File: src/rtl/dm_arb_pkg.sv
// Shared types and defaults for the data-memory arbiter between the processor and the loader.
package dm_arb_pkg;

  localparam int DEF_ADDR_W   = 20;
  localparam int DEF_DATA_W   = 32;
  localparam int DEF_MAX_WAIT = 4;

  typedef enum logic [1:0] {
    IDLE   = 2'd0,
    ACCESS = 2'd1,
    RESP   = 2'd2
  } state_e;

  typedef enum logic {
    OWN_CPU = 1'b0,
    OWN_LDR = 1'b1
  } owner_e;

  function automatic owner_e other_owner(input owner_e o);
    return (o == OWN_CPU) ? OWN_LDR : OWN_CPU;
  endfunction

  // Counter must be able to hold MAX_WAIT itself; never narrower than one bit.
  function automatic int wait_width(input int max_wait);
    return (max_wait < 1) ? 1 : $clog2(max_wait + 1);
  endfunction

endpackage

File: src/rtl/dm_arb_pick.sv
// Combinational winner selection for the arbiter.
// DM_ARB_RR_EN selects round-robin; otherwise fixed cpu priority with loader anti-starvation.
module dm_arb_pick
  import dm_arb_pkg::*;
`ifndef DM_ARB_RR_EN
#(
  parameter int MAX_WAIT = DEF_MAX_WAIT,
  parameter int WAIT_W   = wait_width(DEF_MAX_WAIT)
)
`endif
(
  input  logic              cpu_req,
  input  logic              ldr_req,
`ifdef DM_ARB_RR_EN
  input  owner_e            rr_ptr,
`else
  input  logic [WAIT_W-1:0] wait_cnt,
`endif
  output logic              grant_valid,
  output owner_e            winner
);

  always_comb begin
    grant_valid = cpu_req | ldr_req;
    winner      = OWN_CPU;
    if (cpu_req && ldr_req) begin
`ifdef DM_ARB_RR_EN
      winner = rr_ptr;
`else
      winner = (wait_cnt == WAIT_W'(MAX_WAIT)) ? OWN_LDR : OWN_CPU;
`endif
    end else if (ldr_req) begin
      winner = OWN_LDR;
    end
  end

endmodule

File: src/rtl/dm_arbiter.sv
// Two-master data-memory arbiter: IDLE picks an owner, ACCESS drives memory, RESP acks.
// Define DM_ARB_RR_EN for round-robin; default build is fixed priority with MAX_WAIT anti-starvation.
module dm_arbiter
  import dm_arb_pkg::*;
#(
  parameter int ADDR_W   = DEF_ADDR_W,
  parameter int DATA_W   = DEF_DATA_W,
  parameter int MAX_WAIT = DEF_MAX_WAIT
) (
  input  logic              clock,
  input  logic              reset,
  input  logic              cpu_req,
  input  logic              cpu_we,
  input  logic [ADDR_W-1:0] cpu_addr,
  input  logic [DATA_W-1:0] cpu_wdata,
  output logic              cpu_ack,
  output logic [DATA_W-1:0] cpu_rdata,
  input  logic              ldr_req,
  input  logic              ldr_we,
  input  logic [ADDR_W-1:0] ldr_addr,
  input  logic [DATA_W-1:0] ldr_wdata,
  output logic              ldr_ack,
  output logic [DATA_W-1:0] ldr_rdata,
  output logic              dm_flag,
  output logic [ADDR_W-1:0] dm_address,
  output logic [DATA_W-1:0] dm_data,
  input  logic [DATA_W-1:0] dm_read,
  output logic              busy
);

  state_e            state_q, state_d;
  owner_e            owner_q, owner_d;
  logic [DATA_W-1:0] cpu_rdata_q, cpu_rdata_d;
  logic [DATA_W-1:0] ldr_rdata_q, ldr_rdata_d;

  logic              grant_valid;
  owner_e            winner;
  logic              owner_we;
  logic [ADDR_W-1:0] owner_addr;
  logic [DATA_W-1:0] owner_wdata;

`ifdef DM_ARB_RR_EN
  owner_e rr_q, rr_d;

  dm_arb_pick u_pick (
    .cpu_req     (cpu_req),
    .ldr_req     (ldr_req),
    .rr_ptr      (rr_q),
    .grant_valid (grant_valid),
    .winner      (winner)
  );
`else
  localparam int WAIT_W = wait_width(MAX_WAIT);
  logic [WAIT_W-1:0] wait_q, wait_d;

  dm_arb_pick #(
    .MAX_WAIT (MAX_WAIT),
    .WAIT_W   (WAIT_W)
  ) u_pick (
    .cpu_req     (cpu_req),
    .ldr_req     (ldr_req),
    .wait_cnt    (wait_q),
    .grant_valid (grant_valid),
    .winner      (winner)
  );
`endif

  always_comb begin
    owner_we    = (owner_q == OWN_LDR) ? ldr_we    : cpu_we;
    owner_addr  = (owner_q == OWN_LDR) ? ldr_addr  : cpu_addr;
    owner_wdata = (owner_q == OWN_LDR) ? ldr_wdata : cpu_wdata;
  end

  always_comb begin
    state_d     = state_q;
    owner_d     = owner_q;
    cpu_rdata_d = cpu_rdata_q;
    ldr_rdata_d = ldr_rdata_q;
`ifdef DM_ARB_RR_EN
    rr_d        = rr_q;
`else
    wait_d      = wait_q;
`endif
    case (state_q)
      IDLE: begin
        if (grant_valid) begin
          state_d = ACCESS;
          owner_d = winner;
`ifdef DM_ARB_RR_EN
          rr_d    = other_owner(winner);
`else
          if (winner == OWN_LDR) begin
            wait_d = '0;
          end else if (ldr_req && (wait_q != WAIT_W'(MAX_WAIT))) begin
            wait_d = wait_q + WAIT_W'(1);
          end
`endif
        end
      end
      ACCESS: begin
        state_d = RESP;
        // Memory read data is valid by the edge that ends ACCESS; writes leave rdata alone.
        if (!owner_we) begin
          if (owner_q == OWN_LDR) begin
            ldr_rdata_d = dm_read;
          end else begin
            cpu_rdata_d = dm_read;
          end
        end
      end
      RESP:    state_d = IDLE;
      default: state_d = IDLE;
    endcase
  end

  always_ff @(posedge clock or negedge reset) begin
    if (!reset) begin
      state_q     <= IDLE;
      owner_q     <= OWN_CPU;
      cpu_rdata_q <= '0;
      ldr_rdata_q <= '0;
`ifdef DM_ARB_RR_EN
      rr_q        <= OWN_CPU;
`else
      wait_q      <= '0;
`endif
    end else begin
      state_q     <= state_d;
      owner_q     <= owner_d;
      cpu_rdata_q <= cpu_rdata_d;
      ldr_rdata_q <= ldr_rdata_d;
`ifdef DM_ARB_RR_EN
      rr_q        <= rr_d;
`else
      wait_q      <= wait_d;
`endif
    end
  end

  // Outputs decode straight from state so an asynchronous reset drops them at once.
  always_comb begin
    dm_flag    = 1'b0;
    dm_address = '0;
    dm_data    = '0;
    cpu_ack    = 1'b0;
    ldr_ack    = 1'b0;
    if (state_q == ACCESS) begin
      dm_flag    = owner_we;
      dm_address = owner_addr;
      dm_data    = owner_wdata;
    end
    if (state_q == RESP) begin
      cpu_ack = (owner_q == OWN_CPU);
      ldr_ack = (owner_q == OWN_LDR);
    end
  end

  assign busy      = (state_q != IDLE);
  assign cpu_rdata = cpu_rdata_q;
  assign ldr_rdata = ldr_rdata_q;

endmodule

File: config.mk
export PLATFORM = sky130hd
export DESIGN_NAME = dm_arbiter
export DESIGN_NICKNAME = d
export VERILOG_FILES = /design/src/rtl/dm_arb_pkg.sv /design/src/rtl/dm_arb_pick.sv /design/src/rtl/dm_arbiter.sv
export SDC_FILE = /design/constraint.sdc
export NUM_CORES = 1
export LEC_CHECK = 0
export ABC_AREA = 1
export CAP_MARGIN = 30
export CORE_ASPECT_RATIO = 1.2
export CORE_MARGIN = 2
export CORE_UTILIZATION = 33
export CTS_BUF_LIST = sky130_fd_sc_hd__clkbuf_4
export CTS_CLUSTER_SIZE = 28
export DETAILED_ROUTE_END_ITERATION = 16
export PLACE_DENSITY = 0.82
export SLEW_MARGIN = 20
export SYNTH_ARGS = -nofsm -noshare
export SYNTH_HDL_FRONTEND = slang
export SYNTH_HIERARCHICAL = 1
export SYNTH_SLANG_ARGS = --single-unit
File: constraint.sdc
create_clock -name clock -period 1.17 [get_ports clock]
set_clock_uncertainty 0.05 [all_clocks]
set_input_delay 0.1755 -clock clock [delete_from_list [all_inputs] [get_ports clock]]
set_output_delay 0.1755 -clock clock [all_outputs]
set_load 0.03 [all_outputs]
==> metrics.md <==
| Metric | Value |
|---|---|
| Final period util | `155.5%` |
| TritonCTS buffer count | `9` |
| Final WL | `about 17,000 µm` |
| Max IR drop VDD | `about 0.0018 V` |
| CP Capture Type | `output port` |
| Vias in the first global route | `roughly 4,600` |
| Drt wl/cell | `between 15 and 20 µm` |
| Core area | `around 11,000 µm²` |
| DR iter-0 viols | `between 100 and 150` |
| CTS HTree Levels | `3` |
| Grt ovf | `0` |
| Yosys warns | `6` |
| Setup Viol. Count Final | `188` |
| Final Hold Violating Endpoints | `0` |
| Yosys cell types | `24` |
| Number of synthesized register bits | `70` |
| Slowest CP cell | `dfrtp_2` |
| Min cycle time layout | `around 1.8 ns` |
| DP Area | `approximately 6800 µm²` |
| Post-Synthesis Cell Area | `3814 µm²` |
| Slew margin rel. | `between 70% and 80%` |
| Final HPWL DP | `11,190 µm` |
| CTS tree | `done` |
| Avg Inst Size Synth | `between 8 and 9 µm²` |
| Hold Slack | `between 0.2 and 0.25 ns` |
| Worst R2R End | `cpu_rdata[27]` |
| Part of the Yosys area used for sequential elements | `45.93%` |
| RR Startpoint | `owner_q` |
| DRC viols | `0` |
| Routability congestion estimate | `0.8656` |
| Syn Nets | `slightly above 600` |
| Worst path cell trace | `buf_12 > buf_12 > buf_16 > nand2_1 > a21oi_2 > buf_6` |
| Fin nets | `just over 900` |
| Most frequent cells in the layout | `nand2_1 (143), clkdlybuf4s50_1 (140), buf_6 (125), dfrtp_1 (66), o21ai_2 (63)` |
| Die Wd | `a little over 100 µm` |
| Critical path required time | `between 0.9 and 1 ns` |
| CTS Buffer Depth | `2` |
| Slew Limit Fails | `0` |
| Largest net degree at the start of global routing | `71` |
| Area Overhead vs Synth | `116.6%` |
| I/O pin count | `roughly 260` |
| Worst reg2reg setup slack | `-0.47 ns` |
| Finished layout cell area | `~8300 µm²` |
| Rows | `43` |
| Leak pwr | `between 3 and 4 nW` |
| Die area | `12,440 µm²` |
| Number of cells on the critical path | `6` |
| Starting Density | `between 30% and 40%` |
| Initial antenna violation count | `3` |
| Fillers | `780` |
| Number of max-cap violations | `0` |
| Vias post-DR | `4,514` |
| Reg clk slew, reported paths | `around 0.12 ns` |
| Drt pass-1 iters | `4` |
| Root Driver | `clkbuf_4` |
| Hold/Removal Path Class | `in2async` |
| Vias per inst | `4.732` |
| Measured slew at the worst slew-check pin | `between 0.3 and 0.4 ns` |
| Delay-heaviest family, CP | `buffers and inverters` |
| Pwr dens | `approximately 2600 nW/µm²` |
| Crit path largest cell delay | `around 0.43 ns` |
| R2R depth | `8` |
| Port bufs | `between 200 and 300` |
| RSZ-0062 raised after global routing | `yes` |
| Number of cells after detailed placement | `around 880` |
| Non-Filler Instances | `~950` |
| Buf/Inv on CP | `4` |
| Status | `finished, violations left` |
| Endpoint arrival time on the critical path | `1.59 ns` |
| Die height | `121.8 µm` |
| Crit path max fanout | `13` |
| Startpoint Class | `flip-flop` |
| GRT Total Usage | `between 20% and 30%` |
| Fmax | `about 0.55 GHz` |
| Failing checks | `setup timing` |
| First-pass GRT wire length | `23,120 µm` |
| Final worst slack | `-0.6498 ns` |
| Clock Sinks | `70` |
| Share of cells above drive strength 1 | `~51%` |
| Number of routed nets with antenna violations | `0` |
| Top cell by count, worst path | `buf_12` |
| Post-Synthesis Cells | `between 400 and 500` |
| Skew-Pair Late Insertion Delay | `about 0.42 ns` |
| Most common cell after layout, fill and taps aside | `nand2_1` |
| Critical path class | `reg2out` |
## Yosys cell counts (all sizes together)
library cell,n,area [µm²]
inv,42,160.2
xor2,1,8.760
ha,2,25.02
o21ai,65,565.5
or2,1,6.260
nand2,182,700.7
a21oi,53,265.3
buf,23,192.7
nor3,3,15.01
dfrtp,70,1752
nor2,8,63.81
clkbuf,5,18.77
nand3,7,40.04
## tightest hold or removal path: cells and delay by family
family                 cells  cell delay [ns]
buffers and inverters      3             0.96
## worst max-delay path by stage
| stage | start | to | slack, ns |
|---|---|---|---|
| after detailed placement | ldr_req | wait_q[2] | -0.34 |
| after floorplan | state_q[0] | dm_address[10] | -0.25 |
| after global placement | ldr_req | owner_q | -0.32 |
| after CTS | owner_q | dm_address[7] | -0.66 |
| after global routing | owner_q | dm_data[3] | -0.74 |
| final | owner_q | dm_data[27] | -0.65 |
## metal layers
metal / vias up / track usage [%] / part of all wire [%]
met5: - / 0 / 0
met4: 0 / 10.00 / 3.4
met3: 46 / 9.294 / 9.8
met2: 200 / 44.20 / 54
met1: 2133 / 24.69 / 33
li1: 2135 / - / -
## flip-flops by register name, indices dropped and copies added (netlist names)
name,cells
cpu_rdata,32
ldr_rdata,32
owner_q,1
state_q,2
wait_q,3
## cell type report
class	instances	area (µm²)	area share [%]
Timing Repair Buffer	343	3780	45.75
Antenna cell	3	7.507	0.09087
Inverter	42	172.7	2.090
Sequential cell	70	1757	21.26
Multi-Input combinational cell	323	2211	26.76
Clock inverter	4	47.55	0.5755
Clock buffer	12	90.09	1.090
Tap cell	157	196.4	2.378
## through the flow
stage / worst slack (ns) / util [%] / power (mW) / setup TNS [ns]
detailed placement: -0.3392 / 59.69 / 16.38 / -27.78
CTS: -0.6605 / 66.39 / 19.76 / -57.51
finish: -0.6498 / 72.43 / 21.73 / -59.52
global placement: -0.3211 / 59.69 / 16.11 / -25.81
floorplan: -0.2458 / - / 11.57 / -12.62
global route: -0.7391 / 72.39 / 22.83 / -72.24
## repair_timing
| item | 4_1_cts | 5_1_grt |
|---|---|---|
| buffers inserted | 6 | 37 |
| setup endpoints to repair | 189 | 188 |
| resized for setup | 108 | 108 |
| endpoints found under the hold margin | 70 | 0 |
| cloned | 6 | 1 |
| hold buffers | 1 | 0 |
| pin swaps | 8 | 19 |
## cells by family (layout without fill, tap and decap cells)
logic type / after synthesis / in the layout / synth area share, %
AOI/OAI and AO/OA: 118 / 118 / 21.78
xor gates and xnor gates: 1 / 1 / 0.2297
adders and majority gates: 2 / 2 / 0.6561
buffers and inverters: 70 / 401 / 9.744
DFF: 70 / 70 / 45.93
other: 0 / 3 / 0
and+or+nand+nor: 201 / 202 / 21.65
## power by group
| group | total [mW] | leakage, nW | internal (mW) | switching, mW |
|---|---|---|---|---|
| Combinational | 15.6 | 2.86 | 7.28 | 8.36 |
| Sequential | 4.51 | 0.875 | 3.52 | 0.993 |
| Clock | 1.58 | 0.0790 | 0.719 | 0.860 |
(Power assumes the default switching activity.)
